===== src/rtl/ucode_loader_if.sv =====
// Load-stream handshake between the host/debug port and the microcode loader.
// The host drives words with valid; the loader answers with ready.
interface ucode_loader_if #(
    parameter int P_WORDWIDTH = 11
);
    logic                   s_valid;
    logic [P_WORDWIDTH-1:0] s_data;
    logic                   s_ready;

    modport master (output s_valid, output s_data, input  s_ready);
    modport slave  (input  s_valid, input  s_data, output s_ready);
endinterface


===== src/rtl/ucode_loader.sv =====
// Microcode loader and run controller: streams a program into the sequencer's
// instruction memory, then gates its enable for run/pause/step/breakpoint.
module ucode_loader #(
    parameter int P_LOG_MEMSIZE = 4,
    parameter int P_WORDWIDTH   = 11
) (
    input  logic                     clk,
    input  logic                     rst,
    ucode_loader_if.slave            strm,
    input  logic                     load_start,
    input  logic [P_LOG_MEMSIZE:0]   load_len,
    input  logic                     run,
    input  logic                     step,
    input  logic                     halt_en,
    input  logic [P_LOG_MEMSIZE-1:0] halt_addr,
    input  logic [P_LOG_MEMSIZE-1:0] seq_addr,
    output logic                     imem_we,
    output logic [P_LOG_MEMSIZE-1:0] imem_waddr,
    output logic [P_WORDWIDTH-1:0]   imem_wdata,
    output logic                     seq_rst,
    output logic                     seq_en,
    output logic                     loaded,
    output logic                     busy,
    output logic                     halted
);
    localparam int LP_MEMSIZE = 1 << P_LOG_MEMSIZE;
    localparam logic [P_LOG_MEMSIZE:0] MEMSIZE_W = (P_LOG_MEMSIZE+1)'(LP_MEMSIZE);

    typedef enum logic [2:0] {IDLE, LOAD, PAUSE, RUN, HALT} state_t;

    state_t                 state, state_nx;
    logic [P_LOG_MEMSIZE:0] cnt, len, len_clamped;
    logic                   start_ok, hs, last, hit;

    assign len_clamped = (load_len > MEMSIZE_W) ? MEMSIZE_W : load_len;
    assign start_ok    = load_start && (load_len != '0) &&
                         (state == IDLE || state == PAUSE || state == HALT);
    assign hs          = (state == LOAD) && strm.s_valid;
    assign last        = (cnt == len - 1'b1);
    // Combinational so the sequencer is frozen in the very cycle it reaches the breakpoint.
    assign hit         = halt_en && (seq_addr == halt_addr);

    assign strm.s_ready = (state == LOAD);
    assign imem_we      = hs;
    assign imem_waddr   = cnt[P_LOG_MEMSIZE-1:0];
    assign imem_wdata   = strm.s_data;
    assign busy         = (state == LOAD) || (state == RUN);
    assign halted       = (state == HALT);

    always_comb begin
        state_nx = state;
        seq_en   = 1'b0;
        case (state)
            IDLE:  if (start_ok) state_nx = LOAD;
            LOAD:  if (hs && last) state_nx = PAUSE;
            PAUSE: begin
                if (start_ok)             state_nx = LOAD;
                else if (run && loaded)   state_nx = RUN;
                else if (step && loaded)  seq_en   = 1'b1;
            end
            RUN: begin
                seq_en = run && !hit;
                if (hit)       state_nx = HALT;
                else if (!run) state_nx = PAUSE;
            end
            HALT: begin
                if (start_ok) state_nx = LOAD;
                else if (step) begin
                    seq_en   = 1'b1;
                    state_nx = PAUSE;
                end else if (!run) state_nx = PAUSE;
            end
            default: state_nx = IDLE;
        endcase
    end

    always_ff @(posedge clk or posedge rst) begin
        if (rst) begin
            state   <= IDLE;
            cnt     <= '0;
            len     <= '0;
            loaded  <= 1'b0;
            seq_rst <= 1'b1;
        end else begin
            state <= state_nx;
            if (start_ok) begin
                len    <= len_clamped;
                cnt    <= '0;
                loaded <= 1'b0;
            end else if (hs) begin
                cnt <= cnt + 1'b1;
                if (last) loaded <= 1'b1;
            end
            // Registered from the next state so the sequencer reset is glitch-free.
            seq_rst <= (state_nx == IDLE) || (state_nx == LOAD);
        end
    end
endmodule


===== src/flat_wrapper.sv =====
// flat-port wrapper written by rule: the top's interface ports become plain ports
module ucode_loader_flat 
#(
    parameter int P_LOG_MEMSIZE = 4,
    parameter int P_WORDWIDTH   = 11
)
  (clk, rst, load_start, load_len, run, step, halt_en, halt_addr, seq_addr, imem_we, imem_waddr, imem_wdata, seq_rst, seq_en, loaded, busy, halted, strm_s_valid, strm_s_data, strm_s_ready);
  ucode_loader_if #(.P_WORDWIDTH(P_WORDWIDTH)) strm_i ();
  input  logic clk;
  input  logic rst;
  input  logic load_start;
  input  logic [P_LOG_MEMSIZE:0] load_len;
  input  logic run;
  input  logic step;
  input  logic halt_en;
  input  logic [P_LOG_MEMSIZE-1:0] halt_addr;
  input  logic [P_LOG_MEMSIZE-1:0] seq_addr;
  output logic imem_we;
  output logic [P_LOG_MEMSIZE-1:0] imem_waddr;
  output logic [P_WORDWIDTH-1:0] imem_wdata;
  output logic seq_rst;
  output logic seq_en;
  output logic loaded;
  output logic busy;
  output logic halted;
  input wire logic [$bits(strm_i.s_valid)-1:0] strm_s_valid;
  input wire logic [$bits(strm_i.s_data)-1:0] strm_s_data;
  output wire logic [$bits(strm_i.s_ready)-1:0] strm_s_ready;
  assign strm_i.s_valid = strm_s_valid;
  assign strm_i.s_data = strm_s_data;
  assign strm_s_ready = strm_i.s_ready;
  ucode_loader #(.P_LOG_MEMSIZE(P_LOG_MEMSIZE), .P_WORDWIDTH(P_WORDWIDTH)) u_core (.clk(clk), .rst(rst), .strm(strm_i), .load_start(load_start), .load_len(load_len), .run(run), .step(step), .halt_en(halt_en), .halt_addr(halt_addr), .seq_addr(seq_addr), .imem_we(imem_we), .imem_waddr(imem_waddr), .imem_wdata(imem_wdata), .seq_rst(seq_rst), .seq_en(seq_en), .loaded(loaded), .busy(busy), .halted(halted));
endmodule

===== config.mk =====
export PLATFORM = sky130hd
export DESIGN_NAME = ucode_loader_flat
export DESIGN_NICKNAME = d
export VERILOG_FILES = /design/src/rtl/ucode_loader_if.sv /design/src/rtl/ucode_loader.sv /design/src/flat_wrapper.sv
export SDC_FILE = /design/constraint.sdc
export NUM_CORES = 1
export LEC_CHECK = 0
export BUFFER_PORTS_ARGS = -buffer_cell sky130_fd_sc_hd__buf_2
export CELL_PAD_IN_SITES_DETAIL_PLACEMENT = 0
export CELL_PAD_IN_SITES_GLOBAL_PLACEMENT = 1
export CORE_ASPECT_RATIO = 2
export CORE_MARGIN = 2
export CORE_UTILIZATION = 32
export CTS_CLUSTER_SIZE = 8
export DETAILED_ROUTE_END_ITERATION = 7
export PLACE_DENSITY = 0.88
export SYNTH_ARGS = -nofsm -noshare
export SYNTH_HDL_FRONTEND = slang
export SYNTH_SLANG_ARGS = --single-unit

===== constraint.sdc =====
create_clock -name clk -period 2 [get_ports clk]
set_input_delay 0.2 -clock clk [delete_from_list [all_inputs] [get_ports clk]]
set_output_delay 0.2 -clock clk [all_outputs]
set_load 0.01 [all_outputs]

==> metrics.txt, run 1 <==
first-pass GRT wire length=3.81 mm; num rows=29; I/O Pins=53; Synth top cells by count=buf_4, dfrtp_1, inv_1; most frequent cell after synthesis=buf_4; ant diodes=0; post-route design area=0.00118 mm²; clock sink total=15; final hold vios=14; Critical R2R Launch=u_core.len[0]; WHS=-12.8 ps; met3 Usage GRT=0.0298; crit path DAT=1570 ps; Pwr per Cell Area=1340 mW/mm²; DR vias=835; Worst EP required=1800 ps; GR Layer Usage met2=0.252; asr flop ratio synth=1.00; synth warn=0; syn_area_per_cell=9.71 µm²; FF-to-FF End=u_core.seq_rst; number of global-route vias before repair=872; met1 usage=0.130; P_leak=0.562 nW; FF+latch count, synth=15; Final ANT Viol Nets=0; Comb power frac=0.494; routability cong.=0.765; Main synth FF type=dfrtp_1; wire per inst=14.4 µm; die height=85.3 µm; Port-buffer cells=30; violated checks=hold timing; Net Count, Synth=142; Max Cap Viol=0; area delta synth->final=11.3%; max frequency=0.564 GHz; initial antenna violation count=0; status=finished, violations left; fill count=312; Worst-Margin Slew=550 ps; via/cell ratio=5.25; Worst Hold Class=in2async; top cell type's share of synthesized area=0.331; final wirelength=2.29 mm; EDFF count, synth=0; largest net degree at the start of global routing=16; setup TNS=0 ps; Placed Area=0.00113 mm²; Clock Pin Slew Worst Setup and Hold Paths=60 ps; final setup fails=0; Cells after Synth=109; Total Routing Usage GR=0.133; Post-CTS Setup Inserts=0; GR peak layer=met2; Post-Synthesis Cell Area=0.00106 mm²; Sw Ratio=0.417; share of layout cells above drive strength 1=0.320; DRC violations left=0; top cells by area, synth=dfrtp_1, buf_4, xnor2_1, xor2_1, inv_1; crit end category=primary output; First DRT Iteration DRCs=8; # resized after CTS=0; Bufs on Longest Clock Path=2; setup slack on the worst flop-to-flop path=290 ps; CTS tree=built; Seq pwr share=0.349; Layout Skew=0.985 ps; Crit Path Class=reg2out; min cycle time layout=1770 ps; full die area=0.00381 mm²; max_slew headroom=0.633; core area=0.00316 mm²; htree depth=1; Die W=44.7 µm; area of the multi-input gates=519 µm²; synth unique cells=41; latest clock arrival within the worst-skew pair=250 ps; Slew Limit Fails=0; Seq. cell area=377 µm²; sw power=0.656 mW; drt pass-1 iters=4; cts bufs inserted=3; period utilization=0.887; internal power=0.918 mW; RSZ-0062 raised after global routing=false; startpoint types=flop; Post-DP HPWL=1.91 mm; CTS Root Cell=clkbuf_8; top fanout value on the critical path=7; GRT Residual Overflow=0; Post-CTS Hold Buffers=0; clock group share of total power=0.157; register area share after synthesis=0.356; starting density of the core=0.335; Post-layout nets=162; Synth area leader=dfrtp_1; Worst Reg-to-Reg Cells=6; peak ir drop on the vdd network=0.636 mV
==> logic make-up after synthesis <==
group,after synthesis,synth area share
AO/OA/AOI/OAI,16,0.116
XOR/XNOR,16,0.139
adder cells (fa/ha/maj),2,0.0236
buffers and inverters,26,0.154
flip-flops,15,0.356
multiplexers,1,0.00946
AND/OR/NAND/NOR,33,0.202
==> critical path, cell delays in order (launching register included) <==
cell and delay, ps:
dfrtp_1 470, nor2b_1 240, nand2_1 110, a31oi_1 230, a32o_1 150, buf_2 120
==> per-stage QoR <==
stage / utilization / worst slack (ps) / std cells / power, mW
2_1_floorplan: - / 437 / 109 / 1.20
5_1_grt: 0.373 / 85.4 / 159 / 1.68
6_report: 0.373 / 226 / 159 / 1.57
4_1_cts: 0.373 / 220 / 159 / 1.59
3_3_place_gp: 0.359 / 378 / 155 / 1.30
3_5_place_dp: 0.359 / 292 / 155 / 1.34
==> how the worst max path moves through the flow <==
stage | from | endpoint | slack (ps)
final | u_core.state[0] | seq_en | 230
after global routing | u_core.state[0] | seq_en | 90
after CTS | u_core.state[1] | seq_en | 220
after detailed placement | u_core.len[0] | u_core.seq_rst | 290
after global placement | u_core.len[0] | u_core.state[0] | 380
after floorplan | u_core.len[0] | u_core.state[0] | 440
==> layout make-up <==
cell class,count,area share
multi-input cells,68,0.441
well taps,31,0.0329
flip-flops and latches,15,0.320
inverters,9,0.0287
repair buffers,32,0.140
clock buffers,4,0.0382
==> placed cells by master (no fill, tap or decap), types with 2 or more instances in the layout <==
cell type / count
nand3_1: 4
a32o_1: 2
xor2_1: 7
nor3_1: 2
nand2_1: 3
dfrtp_1: 14
nand4_1: 2
ha_1: 2
clkbuf_8: 3
buf_2: 30
nor2_1: 6
o21ai_1: 3
inv_1: 9
nor2b_1: 3
xnor2_1: 8
nand2b_1: 3
buf_4: 2
==> power by group through the flow <==
stage               clock network [mW]  registers [mW]  logic [mW]
floorplan                            0           0.521       0.678
global placement                     0           0.549       0.752
detailed placement                   0           0.556       0.783
CTS                              0.250           0.552       0.790
global route                     0.258           0.568       0.857
finish                           0.247           0.550       0.777
==> layer usage <==
layer | wire length, µm | share of wire
met1 | 762 | 0.33
met5 | 0 | 0
met3 | 134 | 0.058
met4 | 25 | 0.011
met2 | 1370 | 0.60
==> flip-flops by register name, summed over array words and instances (netlist names) <==
name,flops
u_core.cnt,5
u_core.loaded,1
u_core.seq_rst,1
u_core.len,5
u_core.state,3
Power figures use the tool's default switching activity.
==> inputs of run 2 (changes only) <==
==> constraint.sdc (replaced) <==
create_clock -name clk -period 2 [get_ports clk]
set_input_delay 0.1 -clock clk [delete_from_list [all_inputs] [get_ports clk]]
set_output_delay 0.1 -clock clk [all_outputs]
set_load 0.01 [all_outputs]
==> metrics.txt, run 2 (synthesized netlist as in run 1, its figures left out) <==
setup TNS=0 ps (unchanged); Slew Limit Fails=0 (unchanged); leading cell type in the layout, fill and taps excluded=buf_2 (unchanged); Pwr per Cell Area=1350 mW/mm² (was 1340 mW/mm²); GRT Residual Overflow=0 (unchanged); Seq. cell area=377 µm² (unchanged); full die area=0.00381 mm² (unchanged); core area=0.00316 mm² (unchanged); hold path depth=2; crit path cell chain=a211oi_4 > nand2_2 > a32o_1 > buf_2 (was nor2b_1 > nand2_1 > a31oi_1 > a32o_1 > buf_2); Port-buffer cells=30 (unchanged); status=completed (was finished, violations left); Final ANT Viol Nets=0 (unchanged); setup slack on the worst flop-to-flop path=280 ps (was 290 ps); crit path DAT=1700 ps (was 1570 ps); Largest regs=u_core.cnt (5), u_core.len (5), u_core.state (3) (unchanged); top fanout value on the critical path=7 (unchanged); peak ir drop on the vdd network=0.879 mV (was 0.636 mV); fill count=318 (was 312); Die W=44.7 µm (unchanged); area of the multi-input gates=527 µm² (was 519 µm²); Worst Reg-to-Reg Cells=6 (unchanged); Critical R2R Launch=u_core.len[0] (unchanged); final hold vios=0 (was 14); die height=85.3 µm (unchanged); P_leak=0.560 nW (was 0.562 nW); max frequency=0.555 GHz (was 0.564 GHz); routability cong.=0.771 (was 0.765); initial antenna violation count=0 (unchanged); Worst EP required=1900 ps (was 1800 ps); FF-to-FF End=u_core.state[0] (was u_core.seq_rst); min cycle time layout=1800 ps (was 1770 ps); Crit Path Class=reg2out (unchanged); period utilization=0.901 (was 0.887); htree depth=1 (unchanged); first-pass GRT wire length=3.93 mm (was 3.81 mm); Worst Hold Class=in2reg (was in2async); Post-DP HPWL=1.96 mm (was 1.91 mm); share of layout cells above drive strength 1=0.320 (unchanged); latest clock arrival within the worst-skew pair=260 ps (was 250 ps); clock sink total=15 (unchanged); num rows=29 (unchanged); DR vias=844 (was 835); most frequent cells in the layout=buf_2, dfrtp_1, inv_1, xnor2_1, xor2_1 (unchanged); area delta synth->final=12.6% (was 11.3%); delay of the slowest critical-path stage=460 ps (was 470 ps); max_slew headroom=0.613 (was 0.633); CTS tree=built (unchanged); Post-layout nets=162 (unchanged); Max Cap Viol=0 (unchanged); I/O Pins=53 (unchanged); Worst-Margin Slew=580 ps (was 550 ps); final setup fails=0 (unchanged); starting density of the core=0.335 (unchanged); Slowest cell on crit path=dfrtp_1 (unchanged); post-layout total power=1.61 mW (was 1.57 mW); drt pass-1 iters=4 (unchanged); Total Routing Usage GR=0.138 (was 0.133); CTS Root Cell=clkbuf_8 (unchanged); Worst Hold Path EP=u_core.len[4]; Clock Pin Slew Worst Setup and Hold Paths=70 ps (was 60 ps); crit end category=primary output (unchanged); final wirelength=2.35 mm (was 2.29 mm); First DRT Iteration DRCs=16 (was 8); via/cell ratio=5.31 (was 5.25); cts bufs inserted=3 (unchanged); startpoint types=flop (unchanged); Layout Skew=6.16 ps (was 0.985 ps); wire per inst=14.8 µm (was 14.4 µm); ant diodes=0 (unchanged); RSZ-0062 raised after global routing=false (unchanged); number of global-route vias before repair=910 (was 872); largest net degree at the start of global routing=16 (unchanged); DRC violations left=0 (unchanged); Bufs on Longest Clock Path=2 (unchanged); Hold Crit Start=load_len[4]
==> run 2: cell type report <==
type / instances / share of cell area
Clock buffer: 3 / 0.0346
Clock inverter: 1 / 0.00630
Inverter: 9 / 0.0283
Multi-Input combinational cell: 68 / 0.442
Sequential cell: 15 / 0.316
Tap cell: 31 / 0.0325
Timing Repair Buffer: 32 / 0.141
==> run 2: where the power goes <==
part           leakage, nW  switching (mW)  total [mW]  internal, mW
clock network       0.0217           0.123       0.264         0.141
logic                0.346           0.428       0.791         0.363
registers            0.193           0.139       0.551         0.413
==> run 2: worst max-delay path by stage <==
stage,start,to,cells past startpoint
finish,u_core.state[2],seq_en,4
floorplan,u_core.len[0],u_core.state[0],6
global placement,u_core.len[0],u_core.state[0],6
global route,u_core.state[2],seq_en,4
detailed placement,u_core.len[0],u_core.state[0],6
CTS,u_core.state[2],seq_en,4
==> run 2: critical path, delay by kind of cell (launching register included) <==
family / cells / cell delay (ps)
simple gates: 1 / 180
flops: 1 / 460
compound gates: 2 / 670
buf+inv: 1 / 130
==> run 2: timing repair <==
item | 4_1_cts | 5_1_grt
resized for setup | 0 | 1
setup buffers | 0 | 0
hold endpoints to repair | 14 | 0
setup endpoints to repair | 0 | 1
hold buffers | 1 | 0
==> run 2: routing by layer <==
layer  vias up  GRT usage  routed length, µm
li1        396          -                  -
met1       401      0.130                779
met2        42      0.256               1370
met3         5     0.0383                136
met4         0     0.0606                 59
met5         -          0                  0
==> run 2: per-stage QoR <==
stage               area [µm²]  cells  setup WS, ps  utilization  hold WS (ps)
floorplan                 1060    109           437            -         0.764
detailed placement        1130    154           287        0.357           195
global route              1190    159          83.9        0.378           112
finish                    1190    159           199        0.378          86.2
CTS                       1180    159           111        0.375          83.1
global placement          1130    154           381        0.357           176
==> inputs of run 3 (changes only) <==
ABC_AREA = 1   (was not set)
CORE_UTILIZATION = 31   (was 32)
==> metrics.txt, run 3 <==
Slew Limit Fails=0 (unchanged); Net Count, Synth=206 (was 142); die height=91.4 µm (was 85.3 µm); latest clock arrival within the worst-skew pair=240 ps (was 260 ps); via/cell ratio=4.49 (was 5.31); CTS tree=built (unchanged); CTS Root Cell=clkbuf_8 (unchanged); peak ir drop on the vdd network=0.659 mV (was 0.879 mV); crit-path most repeated cell=nor2_1; Placed Area=0.00128 mm² (was 0.00113 mm²); top cell type's share of synthesized area=0.296 (was 0.331); Post-CTS Setup Inserts=0 (unchanged); delay of the slowest critical-path stage=550 ps (was 460 ps); GRT Residual Overflow=0 (unchanged); number of global-route vias before repair=1107 (was 910); Top delay family on crit path=simple AND/OR/NAND/NOR gates (was compound AO/OA/AOI/OAI gates); Post-CTS Hold Buffers=1 (unchanged); area delta synth->final=12.4% (was 12.6%); # resized after CTS=0 (unchanged); Slowest cell on crit path=nor2_1 (was dfrtp_1); Cells after Synth=173 (was 109); Post-DP HPWL=2.45 mm (was 1.96 mm); most frequent cells in the layout=nand2_1, buf_2, inv_1, nor2_1, dfrtp_1 (was buf_2, dfrtp_1, inv_1, xnor2_1, xor2_1); synth warn=0 (unchanged); Pwr per Cell Area=1160 mW/mm² (was 1350 mW/mm²); top fanout value on the critical path=11 (was 7); Port-buffer cells=30 (unchanged); Largest regs=u_core.cnt (5), u_core.len (5), u_core.state (3) (unchanged); syn_area_per_cell=6.85 µm² (was 9.71 µm²); final wirelength=2.88 mm (was 2.35 mm); WHS=126 ps (was 86.2 ps); register area share after synthesis=0.318 (was 0.356); setup TNS=0 ps (unchanged); I/O Pins=53 (unchanged); max_slew headroom=0.532 (was 0.613); num rows=31 (was 29); Worst-Margin Slew=699 ps (was 580 ps); Final ANT Viol Nets=0 (unchanged); Worst Hold Class=in2reg (unchanged); Max Cap Viol=0 (unchanged); cts bufs inserted=3 (unchanged); startpoint types=flop (unchanged); Finished Core Util=0.365 (was 0.378); synth unique cells=22 (was 41); Worst EP required=2170 ps (was 1900 ps); ant diodes=0 (unchanged); First DRT Iteration DRCs=19 (was 16); DRC violations left=0 (unchanged); Bufs on Longest Clock Path=2 (unchanged); dpl ws=431 ps (was 287 ps); post-route design area=0.00133 mm² (was 0.00119 mm²); Synth area leader=dfrtp_1 (unchanged); htree depth=1 (unchanged); Post-Synthesis Cell Area=0.00118 mm² (was 0.00106 mm²); core area=0.00365 mm² (was 0.00316 mm²); DR vias=1082 (was 844); top cells by area, synth=dfrtp_1, nand2_1, buf_4, inv_1, nor2_1 (was dfrtp_1, buf_4, xnor2_1, xor2_1, inv_1); final hold vios=0 (unchanged); Die W=47.7 µm (was 44.7 µm); Synth top cells by count=nand2_1, inv_1, nor2_1 (was buf_4, dfrtp_1, inv_1); setup slack on the worst flop-to-flop path=410 ps (was 280 ps); max frequency=0.631 GHz (was 0.555 GHz); crit end category=flop (was primary output); share of layout cells above drive strength 1=0.260 (was 0.320); EDFF count, synth=0 (unchanged); Clock Pin Slew Worst Setup and Hold Paths=60 ps (was 70 ps); RSZ-0062 raised after global routing=false (unchanged); min cycle time layout=1590 ps (was 1800 ps); clock sink total=15 (unchanged); wire per inst=11.9 µm (was 14.8 µm); full die area=0.00436 mm² (was 0.00381 mm²); Total Routing Usage GR=0.146 (was 0.138); starting density of the core=0.325 (was 0.335); CP Buf/Inv Count=0 (was 1); first-pass GRT wire length=4.64 mm (was 3.93 mm); P_leak=0.759 nW (was 0.560 nW); routability cong.=0.753 (was 0.771); status=completed (unchanged); FF+latch count, synth=15 (unchanged); fin worst setup slack=415 ps (was 199 ps); most frequent cell after synthesis=nand2_1 (was buf_4); Crit Path Class=reg2reg (was reg2out); crit path DAT=1750 ps (was 1700 ps); initial antenna violation count=0 (unchanged); largest net degree at the start of global routing=16 (unchanged); final setup fails=0 (unchanged); leading cell type in the layout, fill and taps excluded=nand2_1 (was buf_2); crit path cell chain=nor2_1 > nor2_1 > nor2_1 > nand3_1 > o21ai_1 (was a211oi_4 > nand2_2 > a32o_1 > buf_2); Main synth FF type=dfrtp_1 (unchanged); Layout Skew=2.62 ps (was 6.16 ps); drt pass-1 iters=4 (unchanged); Post-layout nets=226 (was 162); period utilization=0.793 (was 0.901); asr flop ratio synth=1.00 (unchanged)
## run 3: worst paths after layout
check	start	endpoint	cells past startpoint
worst max-delay path	u_core.state[0]	u_core.len[0]	5
worst min-delay path	load_len[2]	u_core.len[2]	3
worst max register to register	u_core.state[0]	u_core.len[0]	5
worst min register to register	u_core.len[4]	u_core.len[4]	2
max in group asynchronous	rst	u_core.len[0]	3
min in group asynchronous	rst	u_core.len[4]	3
## run 3: logic make-up after synthesis
group / Yosys count / synth area share
AND/OR/NAND/NOR: 92 / 0.373
buffers and inverters: 45 / 0.193
AO/OA/AOI/OAI: 18 / 0.0877
flip-flops: 15 / 0.318
adder cells (fa/ha/maj): 2 / 0.0211
XOR/XNOR: 1 / 0.00739
## run 3: layout make-up
type	count	area, µm²
clock buffer	4	45.0
multi-input combinational	113	579
sequential	15	377
tap	49	61.3
fill	438	2310
timing repair buffer	31	160
inverter	29	109
## run 3: per-layer routing
| layer | part of all wire | routed length (µm) | global-route usage | vias to the layer above |
|---|---|---|---|---|
| li1 | - | - | - | 556 |
| met1 | 0.32 | 916 | 0.127 | 494 |
| met2 | 0.62 | 1780 | 0.284 | 24 |
| met3 | 0.028 | 82 | 0.0159 | 8 |
| met4 | 0.036 | 104 | 0.0698 | 0 |
| met5 | 0 | 0 | 0 | - |
## run 3: through the flow
step	total power, mW	cells
3_3_place_gp	1.30	236
4_1_cts	1.56	241
2_1_floorplan	1.14	173
3_5_place_dp	1.31	236
6_report	1.54	241
5_1_grt	1.67	241
## run 3: worst register-to-register path, stage by stage, from the launching register on
cell	delay (ps)
dfrtp_1	440
nor2_1	170
nor2_1	80
nor2_1	550
nand3_1	140
o21ai_1	120
## run 3: where the power goes
part           switching (mW)  leakage (nW)  internal [mW]
logic                   0.484         0.543          0.307
clock network           0.106        0.0228          0.141
registers               0.103         0.193          0.401
total                   0.693         0.759          0.849
